## config.mk

```make
export PLATFORM = sky130hd
export DESIGN_NAME = branch_resolve_unit
export DESIGN_NICKNAME = d
export VERILOG_FILES = /design/src/rtl/branch_resolve_unit.sv
export SDC_FILE = /design/constraint.sdc
export NUM_CORES = 1
export LEC_CHECK = 0
export ABC_AREA = 1
export CELL_PAD_IN_SITES_DETAIL_PLACEMENT = 0
export CELL_PAD_IN_SITES_GLOBAL_PLACEMENT = 1
export CORE_MARGIN = 4
export CORE_UTILIZATION = 32
export CTS_BUF_LIST = sky130_fd_sc_hd__clkbuf_16
export DETAILED_ROUTE_END_ITERATION = 6
export PLACE_DENSITY_LB_ADDON = 0.1
export SYNTH_ARGS = -nofsm -noshare
export SYNTH_HDL_FRONTEND = slang
export SYNTH_SLANG_ARGS = --single-unit
```

## constraint.sdc

```tcl
create_clock -name clk -period 3 [get_ports clk]
set_clock_uncertainty 0.15 [all_clocks]
set_input_delay 0.6 -clock clk [delete_from_list [all_inputs] [get_ports clk]]
set_output_delay 0.6 -clock clk [all_outputs]
set_load 0.1 [all_outputs]
```

## src/rtl/branch_resolve_unit.sv

```systemverilog
// Branch resolve unit: architectural flag register, condition evaluation,
// fetch redirect and multi-cycle flush. Optional BRANCH_STATS_EN adds
// saturating branch counters.
module branch_resolve_unit #(
  parameter int unsigned FLUSH_DEPTH  = 2,
  parameter logic [15:0] RESET_PC_TGT = 16'h0000
) (
  input  logic        clk,
  input  logic        rst_n,
  input  logic        flag_we,
  input  logic [2:0]  alu_flags,
  input  logic        br_valid,
  output logic        br_ready,
  input  logic [3:0]  br_cond,
  input  logic [15:0] br_target,
  output logic        redirect_valid,
  output logic [15:0] redirect_pc,
  output logic        flush,
  output logic [2:0]  flags_q,
  output logic [1:0]  dbg_state
`ifdef BRANCH_STATS_EN
  ,
  output logic [15:0] stat_total,
  output logic [15:0] stat_taken
`endif
);

  // Handshake: a branch transfers on a rising edge where br_valid && br_ready;
  // br_valid stays high until then, and br_ready is high only in IDLE.
  localparam logic [1:0] IDLE  = 2'd0;
  localparam logic [1:0] REDIR = 2'd1;
  localparam logic [1:0] FLUSH = 2'd2;

  logic [1:0]  state_q, state_d;
  logic [2:0]  cnt_q, cnt_d;
  logic [15:0] pc_q, pc_d;
  logic [2:0]  eff_flags;
  logic        accept;
  logic        cond_hit;

  function automatic logic eval_cond(input logic [3:0] cond, input logic [2:0] f);
    logic nf, zf, cf;
    nf = f[2];
    zf = f[1];
    cf = f[0];
    case (cond)
      4'd1:    eval_cond = 1'b1;
      4'd2:    eval_cond = zf;
      4'd3:    eval_cond = !zf;
      4'd4:    eval_cond = nf;
      4'd5:    eval_cond = !nf;
      4'd6:    eval_cond = cf;
      4'd7:    eval_cond = !cf;
      4'd8:    eval_cond = !cf && !zf;
      4'd9:    eval_cond = cf || zf;
      4'd10:   eval_cond = !nf && !zf;
      4'd11:   eval_cond = nf || zf;
      default: eval_cond = 1'b0;
    endcase
  endfunction

  assign br_ready       = (state_q == IDLE);
  assign flush          = (state_q != IDLE);
  assign redirect_valid = (state_q == REDIR);
  assign redirect_pc    = pc_q;
  assign dbg_state      = state_q;

  // Same-cycle flag producer is bypassed so a dependent branch needs no stall.
  assign eff_flags = flag_we ? alu_flags : flags_q;
  assign accept    = br_valid && br_ready;
  assign cond_hit  = eval_cond(br_cond, eff_flags);

  always_comb begin
    state_d = state_q;
    cnt_d   = cnt_q;
    pc_d    = pc_q;
    case (state_q)
      IDLE: begin
        if (accept && cond_hit) begin
          pc_d    = br_target;
          cnt_d   = 3'(FLUSH_DEPTH - 1);
          state_d = REDIR;
        end
      end
      REDIR, FLUSH: begin
        // cnt_q counts flush cycles still owed after the current one.
        if (cnt_q == 3'd0) begin
          state_d = IDLE;
        end else begin
          state_d = FLUSH;
          cnt_d   = cnt_q - 3'd1;
        end
      end
      default: state_d = IDLE;
    endcase
  end

  always_ff @(posedge clk or negedge rst_n) begin
    if (!rst_n) begin
      state_q <= IDLE;
      cnt_q   <= 3'd0;
      pc_q    <= RESET_PC_TGT;
      flags_q <= 3'b000;
    end else begin
      state_q <= state_d;
      cnt_q   <= cnt_d;
      pc_q    <= pc_d;
      if (flag_we && !flush) flags_q <= alu_flags;
    end
  end

`ifdef BRANCH_STATS_EN
  always_ff @(posedge clk or negedge rst_n) begin
    if (!rst_n) begin
      stat_total <= 16'h0000;
      stat_taken <= 16'h0000;
    end else if (accept) begin
      if (stat_total != 16'hFFFF) stat_total <= stat_total + 16'h0001;
      if (cond_hit && stat_taken != 16'hFFFF) stat_taken <= stat_taken + 16'h0001;
    end
  end
`endif

endmodule
```

# After elaboration in Yosys (flattened, before gate mapping)
# Cells that the tools add are included.
[word_totals]
reg_bits = 24
in_bits = 27
output_inout_bits = 24
elab_cells = 46
[op_classes]
n_addsub = 1
n_eq_ne = 15
mux = 8
reduce_logical = 18
[op_table]
columns = ["op", "n"]
rows = [
  ["$eq A4 B3 Y1 const B", 4],
  ["$eq A4 B4 Y1 const B", 4],
  ["$pmux W1 S11", 1],
  ["$mux W3", 3],
  ["$eq A4 B2 Y1 const B", 2],
  ["$pmux W3 S2", 1],
  ["$logic_and A1 B1 Y1", 5],
  ["$eq A4 B1 Y1 const B", 1],
  ["$logic_not A1 Y1", 4],
  ["$mux W2", 2],
  ["$pmux W2 S2", 1],
  ["$reduce_bool A2 Y1", 2],
  ["$logic_not A3 Y1", 1],
  ["$reduce_and A3 Y1", 1],
  ["$sub A3 B1 Y3 const B", 1],
  ["$eq A2 B1 Y1 const B", 1],
  ["$eq A2 B2 Y1 const B", 1],
  ["$logic_not A2 Y1", 1],
  ["$logic_or A1 B1 Y1", 2],
  ["$ne A2 B1 Y1 const B", 1],
  ["$ne A2 B2 Y1 const B", 1],
  ["$reduce_and A2 Y1", 1],
  ["$reduce_or A2 Y1", 1],
]

# Logic depth before layout (Yosys ltp)
# Gate-level depths: netlist (run 1).
[logic_depth]
word_depth = 7
mapped_depth = 13
mapped_depth_nobuf = 13

# Worst setup path before layout (run 1)
# Ideal clock, no wire load.
[synth_timing]
path_type = "register to register"
startpoint = "register state_q[1] (netlist: dbg_state[1])"
endpoint = "register cnt_q[2]"
setup_time_ns = 0.117
t_arrival_ns = 3.236
required_ns = 2.733
setup_slack_ns = -0.503
stages_incl_launch_ff = 8
path_buffers = 0
period_less_slack_ns = 3.503
cell_sequence = "dfrtp_1 inv_1 ha_1 inv_1 o21bai_1 nand2_1 nand2_1 nand2_1"
[synth_via]
elab_chain_cells = 5
elab_cells_between_ends = 11
classes_between = "eq/ne (4); mux (1); reduce/logical (6)"
[synth_lines]
columns = ["item", "line_no", "source"]
rows = [
  ["from (decl)", "34", "logic [1:0] state_q, state_d;"],
  ["from (signal assigned)", "105", "state_q <= state_d;"],
  ["$logic_not A2 Y1 (*)", "62", "assign br_ready = (state_q == IDLE);"],
  ["net br_ready", "13", "output logic br_ready,"],
  ["$logic_and A1 B1 Y1", "70", "assign accept = br_valid && br_ready;"],
  ["$logic_and A1 B1 Y1", "79", "if (accept && cond_hit) begin"],
  ["$ne A2 B1 Y1 (no source line)", "n/a", ""],
  ["$reduce_and A3 Y1 (no source line)", "n/a", ""],
  ["to (signal assigned)", "106", "cnt_q <= cnt_d;"],
  ["to (decl)", "35", "logic [2:0] cnt_q, cnt_d;"],
]
# The timed path passes the listed nets; every way through them passes the cells marked *.
# A chain may end at the register's enable or synchronous reset.

# Final worst setup path (run 1)
[layout_timing]
startpoint = "input flag_we"
endpoint = "register cnt_q[2]"
[layout_via]
elab_chain_cells = 7
elab_cells_between_ends = 12
classes_between = "eq/ne (1); mux (2); reduce/logical (9)"
[layout_lines]
columns = ["item", "line_no", "source"]
rows = [
  ["from (decl)", "10", "input logic flag_we,"],
  ["$mux W3 (*)", "69", "assign eff_flags = flag_we ? alu_flags : flags_q;"],
  ["$logic_not A1 Y1, on equally long branches", "n/a", ""],
  ["$logic_and A1 B1 Y1, on equally long branches", "56, 54", ""],
  ["$pmux W1 S11 (*)", "46", "case (cond)"],
  ["$logic_and A1 B1 Y1 (*)", "79", ""],
  ["$ne A2 B1 Y1 (no source line) (*)", "n/a", ""],
  ["$reduce_and A3 Y1 (no source line) (*)", "n/a", ""],
]
# Mark *: on every way between the ends. The rest lies on a longest branch, timed or not.

==> results of run 1 <==
registers in the layout (all words and copies together) (netlist names):
signal	flops
flags_q	3
dbg_state	2
redirect_pc	16
cnt_q	3
cells by family after synthesis:
| kind of cell | share of synthesized area, % |
|---|---|
| compound gates | 10.2 |
| buf+inv | 11.7 |
| xor+xnor | 0.669 |
| mux | 0.860 |
| fa+ha+maj | 4.78 |
| flops | 45.8 |
| simple gates | 25.9 |
placed cells by master (no fill, tap or decap), drive strengths merged:
| cell type | instances |
|---|---|
| a21oi | 3 |
| buf | 26 |
| bufinv | 1 |
| clkbuf | 3 |
| clkdlybuf4s50 | 26 |
| dfrtp | 24 |
| ha | 5 |
| inv | 35 |
| mux2 | 1 |
| nand2 | 65 |
| nand3 | 11 |
| nand3b | 1 |
| nor2 | 8 |
| o21ai | 20 |
| o21bai | 1 |
| xnor2 | 1 |
per-layer routing:
layer  global-route usage, %  vias up
li1                        -      645
met4                    6.05        0
met5                       0        -
met2                    22.0       40
met1                    14.5      535
met3                    3.60        6
worst max path at each step:
| stage | startpoint | end | slack, ps | depth (start not counted) |
|---|---|---|---|---|
| after floorplan | dbg_state[1] | cnt_q[2] | 8 | 7 |
| after global placement | br_cond[0] | redirect_pc[15] | 430 | 11 |
| after detailed placement | flag_we | cnt_q[2] | 400 | 13 |
| after CTS | flag_we | cnt_q[2] | 650 | 13 |
| after global routing | flag_we | cnt_q[2] | 430 | 13 |
| final | flag_we | cnt_q[2] | 630 | 13 |
worst reg2reg max path, delay by kind of cell, from the launching register on:
kind | cells | cell delay (ps)
compound gates | 1 | 260
flops | 1 | 420
simple gates | 11 | 870
buf+inv | 1 | 80
per-stage QoR:
step           hold WS (ps)  instances  area, um2  setup slack, ps  util (%)
5_1_grt                 362        279       1920              434      50.6
3_5_place_dp            322        275       1820              398      47.9
6_report                331        279       1920              634      50.6
2_1_floorplan           154        178       1310             7.57         -
4_1_cts                 338        279       1920              653      50.6
3_3_place_gp            314        275       1820              434      47.9
synthesized netlist by cell type:
cell type,n
xnor2_1,1
nand3b_1,1
inv_1,33
nor2_1,8
o21bai_1,1
nand3_1,11
ha_1,5
nand2_2,1
o21ai_4,1
buf_4,3
a21oi_1,3
inv_2,2
mux2_2,1
o21ai_0,16
dfrtp_1,24
o21ai_1,3
nand2_1,64
final cells by class:
cell class	instances	area (um2)	share of cell area, %
inverter	35	131	6.83
multi-input combinational	116	558	29.0
clock buffer	3	75.1	3.90
clock inverter	1	30.0	1.56
sequential	24	601	31.2
timing repair buffer	52	468	24.3
tap	48	60.1	3.12
==> summary.md, run 1 <==
| Metric | Value |
|---|---|
| Crit-path slowest cell | `clkdlybuf4s50_1` |
| Ant diodes | `0` |
| Final count of negative-setup-slack endpoints | `0` |
| Max-cap violations | `0` |
| Post-route clock period utilization | `between 70% and 80%` |
| Vias in the first global route | `1269` |
| Worst r2r src | `flags_q[2]` |
| Syn avg cell area | `around 7.4 um2` |
| Post-synth top area share | `45.8%` |
| CTS tree | `yes` |
| Cell taking the most area after synthesis | `dfrtp_1` |
| Via count | `between 1000 and 1500` |
| Syn_nets | `210` |
| Vias/cell | `approximately 4.4` |
| Met2 wire length | `roughly 1500 um` |
| Die area | `between 0.005 and 0.006 mm2` |
| Total Nets Final | `264` |
| Gr ovfl total | `0` |
| Detail Route Antenna Nets | `0` |
| Clock Latency Late Sink | `250 ps` |
| R2R cell count | `13` |
| Routed len/inst | `about 11 um` |
| CTS Hold Buffers Added | `0` |
| Crit path DAT | `~2400 ps` |
| Synthesized flop and latch total | `24` |
| Worst min-delay path class | `reg -> reg` |
| CTS root buffer | `clkbuf_16` |
| Starting DRT DRC Count | `51` |
| Crit path launch type | `primary input` |
| H-tree depth | `1` |
| CP Class | `in -> reg` |
| Setup TNS | `0 ps` |
| Routability congestion estimate | `0.922` |
| Status | `completed` |
| Buffers on Ports | `50` |
| Worst slew margin | `around 80%` |
| Standard-cell rows | `22` |
| Top sig layer | `met4` |
| Ys Warns | `0` |
| Drc violations | `0` |
| R2r setup slk | `approximately 1200 ps` |
| CP max FO | `8` |
| R2r endpoint | `cnt_q[2]` |
| CTS Buf Count | `3` |
| Hold Violations, Final | `0` |
| Clock sink count | `24` |
| Sequential-to-total area share from yosys stat | `45.8%` |
| Largest stage delay, worst path | `approximately 600 ps` |
| CP delay by family, top | `simple AND/OR/NAND/NOR gates` |
| Top-level I/O count | `51` |
| Hold Path End | `cnt_q[1]` |
| Most common cell on crit path | `nand2_1` |
| Largest cells by area after synthesis | `dfrtp_1 46%, nand2_1 18%, inv_1 9.5%` |
| Share of cells above drive strength 1 | `15.6%` |
| Core area | `between 0.003 and 0.004 mm2` |
| Critical-path cell list | `clkdlybuf4s50_1, nand2_1, nand2_1, nand2_1, nand2_1, nand2_1, nand2_1, nand2_1, o21ai_4, nand2_2, nand2_1, nand2_1, nand2_1` |
| CP Capture Type | `flip-flop` |
| Final WL | `3070 um` |
| Cell count of the worst hold path | `2` |
| WP data required | `a little over 3000 ps` |
| First-pass GRT wire length | `around 5300 um` |
| Initial core utilization | `~34%` |
| Die width | `approximately 70 um` |
| Syn Inst Count | `approximately 180` |
| Drt pass-1 iters | `4` |
| RSZ-0062 raised after global routing | `false` |
| GR Util All Layers | `between 10% and 20%` |
| Met3 WL | `~220 um` |
| Post-CTS Resized | `0` |
| Post-layout min period | `2370 ps` |
| Largest net degree at the start of global routing | `29` |
| Chip height | `around 72 um` |
| Synth cell types | `17` |
| Clk buf depth | `2` |
| Buf/Inv on CP | `1` |
| Reg clk slew, reported paths | `around 60 ps` |
| Detailed placer's ending HPWL | `between 2000 and 2500 um` |
| Mapped cell area | `0.00131 mm2` |
| Post-CTS setup buffer count | `0` |
| Area grow syn2layout | `46.8%` |
| Number of antenna violations at the first check in global routing | `0` |
| Max Slew Vio Count | `0` |
| # fillers | `slightly below 400` |
| Slew @ Worst Pin | `between 200 and 300 ps` |
| Hold Path Origin | `cnt_q[1]` |
| Metal-1 WL | `roughly 1300 um` |
| Highest clock rate | `~0.42 GHz` |
Power of run 1 is left out: the tool's default activity adds up to more than one toggle a clock period on the data nets, which glitch-free logic cannot reach.
==> run 2, diff against run 1 <==
Settings changed: CORE_UTILIZATION 32 to 27.
Clock period 3 ns to 2.16 ns, I/O delays scaled along.
==> summary.md, run 2 (synthesis results as in run 1) <==
| Metric | Value |
|---|---|
| WP data required | `2150 ps (was 3040 ps)` |
| Highest clock rate | `around 0.5 GHz` |
| R2r setup slk | `480 ps (was 1160 ps)` |
| Most common cell on crit path | `nand2_1 (unchanged)` |
| RSZ-0062 raised after global routing | `true (was false)` |
| Critical-path cell list | `clkdlybuf4s50_1, inv_1, nand2_1, nand3_1, nand2_1, nand2_1, nand2_1, nand2_1, o21ai_4, buf_12, o21ai_0 (was clkdlybuf4s50_1, nand2_1, nand2_1, nand2_1, nand2_1, nand2_1, nand2_1, nand2_1, o21ai_4, nand2_2, nand2_1, nand2_1, nand2_1)` |
| Standard-cell rows | `25 (was 22)` |
| CP Class | `in -> reg (unchanged)` |
| Post-CTS Resized | `0 (unchanged)` |
| Buf/Inv on CP | `3 (was 1)` |
| Reg clk slew, reported paths | `60 ps (about the same)` |
| Top-level I/O count | `51 (unchanged)` |
| Crit path DAT | `2010 ps (was 2410 ps)` |
| Crit-path slowest cell | `clkdlybuf4s50_1 (unchanged)` |
| Chip height | `77.7 um (was 72.0 um)` |
| Hold Violations, Final | `0 (unchanged)` |
| Number of antenna violations at the first check in global routing | `0 (unchanged)` |
| Post-CTS setup buffer count | `0 (unchanged)` |
| Gr ovfl total | `0 (unchanged)` |
| Post-route clock period utilization | `93.7%` |
| Ant diodes | `0 (unchanged)` |
| Final WL | `3190 um (was 3070 um)` |
| Largest stage delay, worst path | `520 ps (was 600 ps)` |
| Share of cells above drive strength 1 | `21.2% (was 15.6%)` |
| CTS tree | `yes (unchanged)` |
| Clock Latency Late Sink | `260 ps (was 250 ps)` |
| CTS root buffer | `clkbuf_16 (unchanged)` |
| CP delay by family, top | `buffers and inverters (was simple AND/OR/NAND/NOR gates)` |
| Placed cell areas | `0.00198 mm2 (was 0.00182 mm2)` |
| Initial core utilization | `27.7% (was 34.5%)` |
| Largest net degree at the start of global routing | `29 (unchanged)` |
| Commonest non-fill, non-tap cells in the layout | `63 x nand2_1, 30 x inv_1, 25 x clkdlybuf4s50_1, 25 x buf_4, 20 x dfrtp_1 (was 64 x nand2_1, 33 x inv_1, 26 x clkdlybuf4s50_1)` |
| Cell count of the worst hold path | `2 (unchanged)` |
| Final Instance Area | `0.00209 mm2 (was 0.00192 mm2)` |
| Commonest non-fill, non-tap cell in the layout | `nand2_1 (unchanged)` |
| R2r endpoint | `redirect_pc[12] (was cnt_q[2])` |
| Die width | `77.7 um (was 72.0 um)` |
| Area grow syn2layout | `59.5% (was 46.8%)` |
| CTS Buf Count | `3 (unchanged)` |
| # fillers | `471 (was 386)` |
| Storage element area | `611 um2 (was 601 um2)` |
| CTS Hold Buffers Added | `0 (unchanged)` |
| Max-cap violations | `0 (unchanged)` |
| Metal-1 WL | `1480 um (was 1300 um)` |
| CP max FO | `28 (was 8)` |
| Drt pass-1 iters | `4 (unchanged)` |
| Detailed placer's ending HPWL | `2530 um (was 2500 um)` |
| Multi-input logic area | `582 um2 (was 558 um2)` |
| Hold Path Origin | `cnt_q[1] (unchanged)` |
| Detail Route Antenna Nets | `0 (unchanged)` |
| Core area | `0.00472 mm2 (was 0.00380 mm2)` |
| Routed len/inst | `10.5 um (was 11.0 um)` |
| Worst slew margin | `79.1% (was 80.1%)` |
| Die area | `0.00603 mm2 (was 0.00518 mm2)` |
| Worst r2r src | `flags_q[2] (unchanged)` |
| Max Slew Vio Count | `0 (unchanged)` |
| Instance count on the critical path | `11 (was 13)` |
| Via count | `1255 (was 1226)` |
| H-tree depth | `1 (unchanged)` |
| Drc violations | `0 (unchanged)` |
| Crit path launch type | `primary input (unchanged)` |
| Buffers on Ports | `50 (unchanged)` |
| Met3 WL | `236 um (was 216 um)` |
| Routability congestion estimate | `0.782 (was 0.922)` |
| Vias/cell | `4.14 (was 4.39)` |
| Met2 wire length | `1460 um (was 1500 um)` |
| First-pass GRT wire length | `5290 um (was 5320 um)` |
| GR Util All Layers | `10.5% (was 12.8%)` |
| Final count of negative-setup-slack endpoints | `0 (unchanged)` |
| Starting DRT DRC Count | `44 (was 51)` |
| Status | `completed (unchanged)` |
| Largest register FFs | `16 (unchanged)` |
| R2R cell count | `11 (was 13)` |
| Worst min-delay path class | `reg -> reg (unchanged)` |
| Post-layout min period | `between 2000 and 2500 ps` |
| Clock sink count | `24 (unchanged)` |
| Vias in the first global route | `1203 (was 1269)` |
| Slew @ Worst Pin | `313 ps (was 298 ps)` |
| Clk buf depth | `2 (unchanged)` |
| CP Capture Type | `flip-flop (unchanged)` |
| Hold Path End | `cnt_q[1] (unchanged)` |
| Total Nets Final | `269 (was 264)` |
| Top sig layer | `met4 (unchanged)` |
run 2: changes by cell type in the layout (fill, tap and decap cells not counted), moves of 2 or more:
cell / previous run / this run
dfrtp_1: 24 / 20
inv_1: 33 / 30
dfrtp_2: 0 / 2
buf_12: 1 / 6
dfrtp_4: 0 / 2
run 2: per-layer routing:
layer	track usage, %	up-vias
li1	-	651
met1	13.6	565
met2	17.5	37
met3	3.48	2
met4	1.60	0
met5	0	-
run 2: worst min-delay path, delay by kind of cell (launching register included):
| family | cells | cell delay [ps] |
|---|---|---|
| flip-flops | 1 | 340 |
| AND/OR/NAND/NOR | 2 | 100 |
run 2: area by class of cell:
class                           count  area share [%]
Timing Repair Buffer               57            27.3
Multi-Input combinational cell    116            27.8
Sequential cell                    24            29.2
Clock inverter                      1            1.44
Clock buffer                        3            3.59
Inverter                           35            6.59
Tap cell                           67            4.01
run 2: worst max-delay path by stage:
stage | startpoint | endpoint | slack [ps]
global route | br_cond[0] | redirect_pc[1] | -10
floorplan | dbg_state[1] | cnt_q[2] | -250
finish | br_cond[0] | redirect_pc[12] | 140
detailed placement | flag_we | redirect_pc[10] | -160
CTS | flag_we | redirect_pc[0] | 110
global placement | flag_we | redirect_pc[5] | -120
run 2: stage by stage:
| step | instances | hold WS, ps | util (%) | setup slack (ps) | TNS [ps] |
|---|---|---|---|---|---|
| 3_5_place_dp | 299 | 310 | 42.0 | -160 | -2980 |
| 5_1_grt | 303 | 355 | 44.2 | -11.4 | -15.1 |
| 6_report | 303 | 322 | 44.2 | 136 | 0 |
| 3_3_place_gp | 299 | 305 | 42.0 | -125 | -2480 |
| 2_1_floorplan | 178 | -13.6 | - | -249 | -849 |
| 4_1_cts | 303 | 325 | 44.2 | 106 | 0 |
Power of run 2 is left out for the same reason.
==> run 3, diff against run 2 <==
Settings changed: GPL_TIMING_DRIVEN set to 0, MAX_ROUTING_LAYER set to met4, SETUP_SLACK_MARGIN set to 0.1.
==> summary.md, run 3 (synthesis results as in run 1) <==
| Metric | Value |
|---|---|
| Status | `completed (unchanged)` |
| Drt pass-1 iters | `4 (unchanged)` |
| Die area | `0.00603 mm2 (unchanged)` |
| Worst slew margin | `24.8% (was 79.1%)` |
| Initial core utilization | `27.7% (unchanged)` |
| Crit path DAT | `1440 ps (was 2010 ps)` |
| Clock Latency Late Sink | `250 ps (was 260 ps)` |
| Buffers on Ports | `50 (unchanged)` |
| CTS root buffer | `clkbuf_16 (unchanged)` |
| CP max FO | `3 (was 28)` |
| Crit path from | `flags_q[1] (was br_cond[0])` |
| Largest net degree at the start of global routing | `25 (was 29)` |
| Total placed cells including tap cells | `295 (was 299)` |
| CP Class | `reg -> out (was in -> reg)` |
| Chip height | `77.7 um (unchanged)` |
| Drc violations | `0 (unchanged)` |
| Clk buf depth | `2 (unchanged)` |
| Largest register FFs | `16 (unchanged)` |
| H-tree depth | `1 (unchanged)` |
| Critical-path cell list | `clkdlybuf4s15_1 (was clkdlybuf4s50_1, inv_1, nand2_1, nand3_1, nand2_1, nand2_1, nand2_1, nand2_1, o21ai_4, buf_12, o21ai_0)` |
| GR Util All Layers | `11.1% (was 10.5%)` |
| Vias/cell | `4.15 (was 4.14)` |
| Clock sink count | `24 (unchanged)` |
| Commonest non-fill, non-tap cells in the layout | `59 x nand2_1, 30 x inv_1, 21 x clkdlybuf4s50_1 (was 63 x nand2_1, 30 x inv_1, 25 x clkdlybuf4s50_1, 25 x buf_4, 20 x dfrtp_1)` |
| Detail Route Antenna Nets | `0 (unchanged)` |
| Starting DRT DRC Count | `45 (was 44)` |
| Share of cells above drive strength 1 | `16.5% (was 21.2%)` |
| Hold Violations, Final | `0 (unchanged)` |
| Vias in the first global route | `1171 (was 1203)` |
| Largest stage delay, worst path | `820 ps (was 520 ps)` |
| Crit-path slowest cell | `clkdlybuf4s15_1 (was clkdlybuf4s50_1)` |
| First-pass GRT wire length | `5270 um (was 5290 um)` |
| Reg clk slew, reported paths | `60 ps (about the same)` |
| Crit path launch type | `flip-flop (was primary input)` |
| Hold Path Origin | `cnt_q[1] (unchanged)` |
| Routed len/inst | `11.2 um (was 10.5 um)` |
| Max-cap violations | `0 (unchanged)` |
| Standard-cell rows | `25 (unchanged)` |
| Post-layout min period | `2020 ps (about the same)` |
| Detailed placer's ending HPWL | `2590 um (was 2530 um)` |
| Number of antenna violations at the first check in global routing | `0 (unchanged)` |
| Highest clock rate | `0.494 GHz (about the same)` |
| Area grow syn2layout | `58.5% (was 59.5%)` |
| CP Capture Type | `output port (was flip-flop)` |
| Commonest non-fill, non-tap cell in the layout | `nand2_1 (unchanged)` |
| Worst r2r src | `flags_q[2] (unchanged)` |
| Core area | `0.00472 mm2 (unchanged)` |
| CTS tree | `yes (unchanged)` |
| CTS Hold Buffers Added | `0 (unchanged)` |
| Via count | `1256 (was 1255)` |
| # fillers | `487 (was 471)` |
| Worst min-delay path class | `reg -> reg (unchanged)` |
| Final count of negative-setup-slack endpoints | `0 (unchanged)` |
| Die width | `77.7 um (unchanged)` |
| CP delay by family, top | `buffers and inverters (unchanged)` |
| Buf/Inv on CP | `1 (was 3)` |
| Routability congestion estimate | `0.871 (was 0.782)` |
| RSZ-0062 raised after global routing | `false (was true)` |
| Gr ovfl total | `0 (unchanged)` |
| Top-level I/O count | `51 (unchanged)` |
| Max Slew Vio Count | `0 (unchanged)` |
| Total Nets Final | `269 (unchanged)` |
| Ant diodes | `0 (unchanged)` |
| Post-route clock period utilization | `93.7% (about the same)` |
| Non-Filler Instances | `303 (unchanged)` |
| Setup TNS | `0 ps (unchanged)` |
| Slew @ Worst Pin | `1120 ps (was 313 ps)` |
| Final WL | `3400 um (was 3190 um)` |
| CTS Buf Count | `3 (unchanged)` |
| WP data required | `1580 ps (was 2150 ps)` |
| Worst hold margin | `325 ps (was 322 ps)` |
run 3: final cells by class:
type	instances	area (um2)	area share, %
Sequential cell	24	612	29.5
Multi-Input combinational cell	116	597	28.7
Timing Repair Buffer	54	534	25.7
Inverter	35	138	6.63
Tap cell	67	83.8	4.04
Clock buffer	3	75.1	3.61
Buffer	3	33.8	1.63
Clock inverter	1	3.75	0.181
run 3: per-layer routing:
layer	up-vias	track usage [%]	routed length, um
li1	656	-	-
met1	563	13.6	1600
met2	35	17.1	1550
met3	2	4.29	232
met4	0	2.85	13
met5	-	-	0
run 3: final timing paths:
check                                      end  slack (ps)  cells after the start
max in group asynchronous         dbg_state[0]         420                      1
worst min register to register        cnt_q[1]         330                      2
worst min-delay path                  cnt_q[1]         330                      2
min in group asynchronous       redirect_pc[5]         630                      1
worst max register to register  redirect_pc[8]         450                     12
worst max-delay path                flags_q[1]         140                      1
run 3: tightest hold or removal path, delay by kind of cell (launching register included):
kind / cells / cell delay [ps]
flops: 1 / 340
simple gates: 2 / 100
run 3: metrics by stage:
| stage | area [um2] | worst slack [ps] | util, % |
|---|---|---|---|
| finish | 2080 | 137 | 44.0 |
| global route | 2080 | 103 | 44.0 |
| CTS | 2000 | -73.5 | 42.4 |
| detailed placement | 1940 | -329 | 41.0 |
| global placement | 1940 | -331 | 41.0 |
| floorplan | 1350 | -249 | - |
run 3: timing repair:
action,CTS,global route
endpoints found under the setup margin,45,39
gates resized for setup,45,38
gates cloned,0,2
buffers inserted,1,1
pin swaps,1,1
Power of run 3 is left out for the same reason.
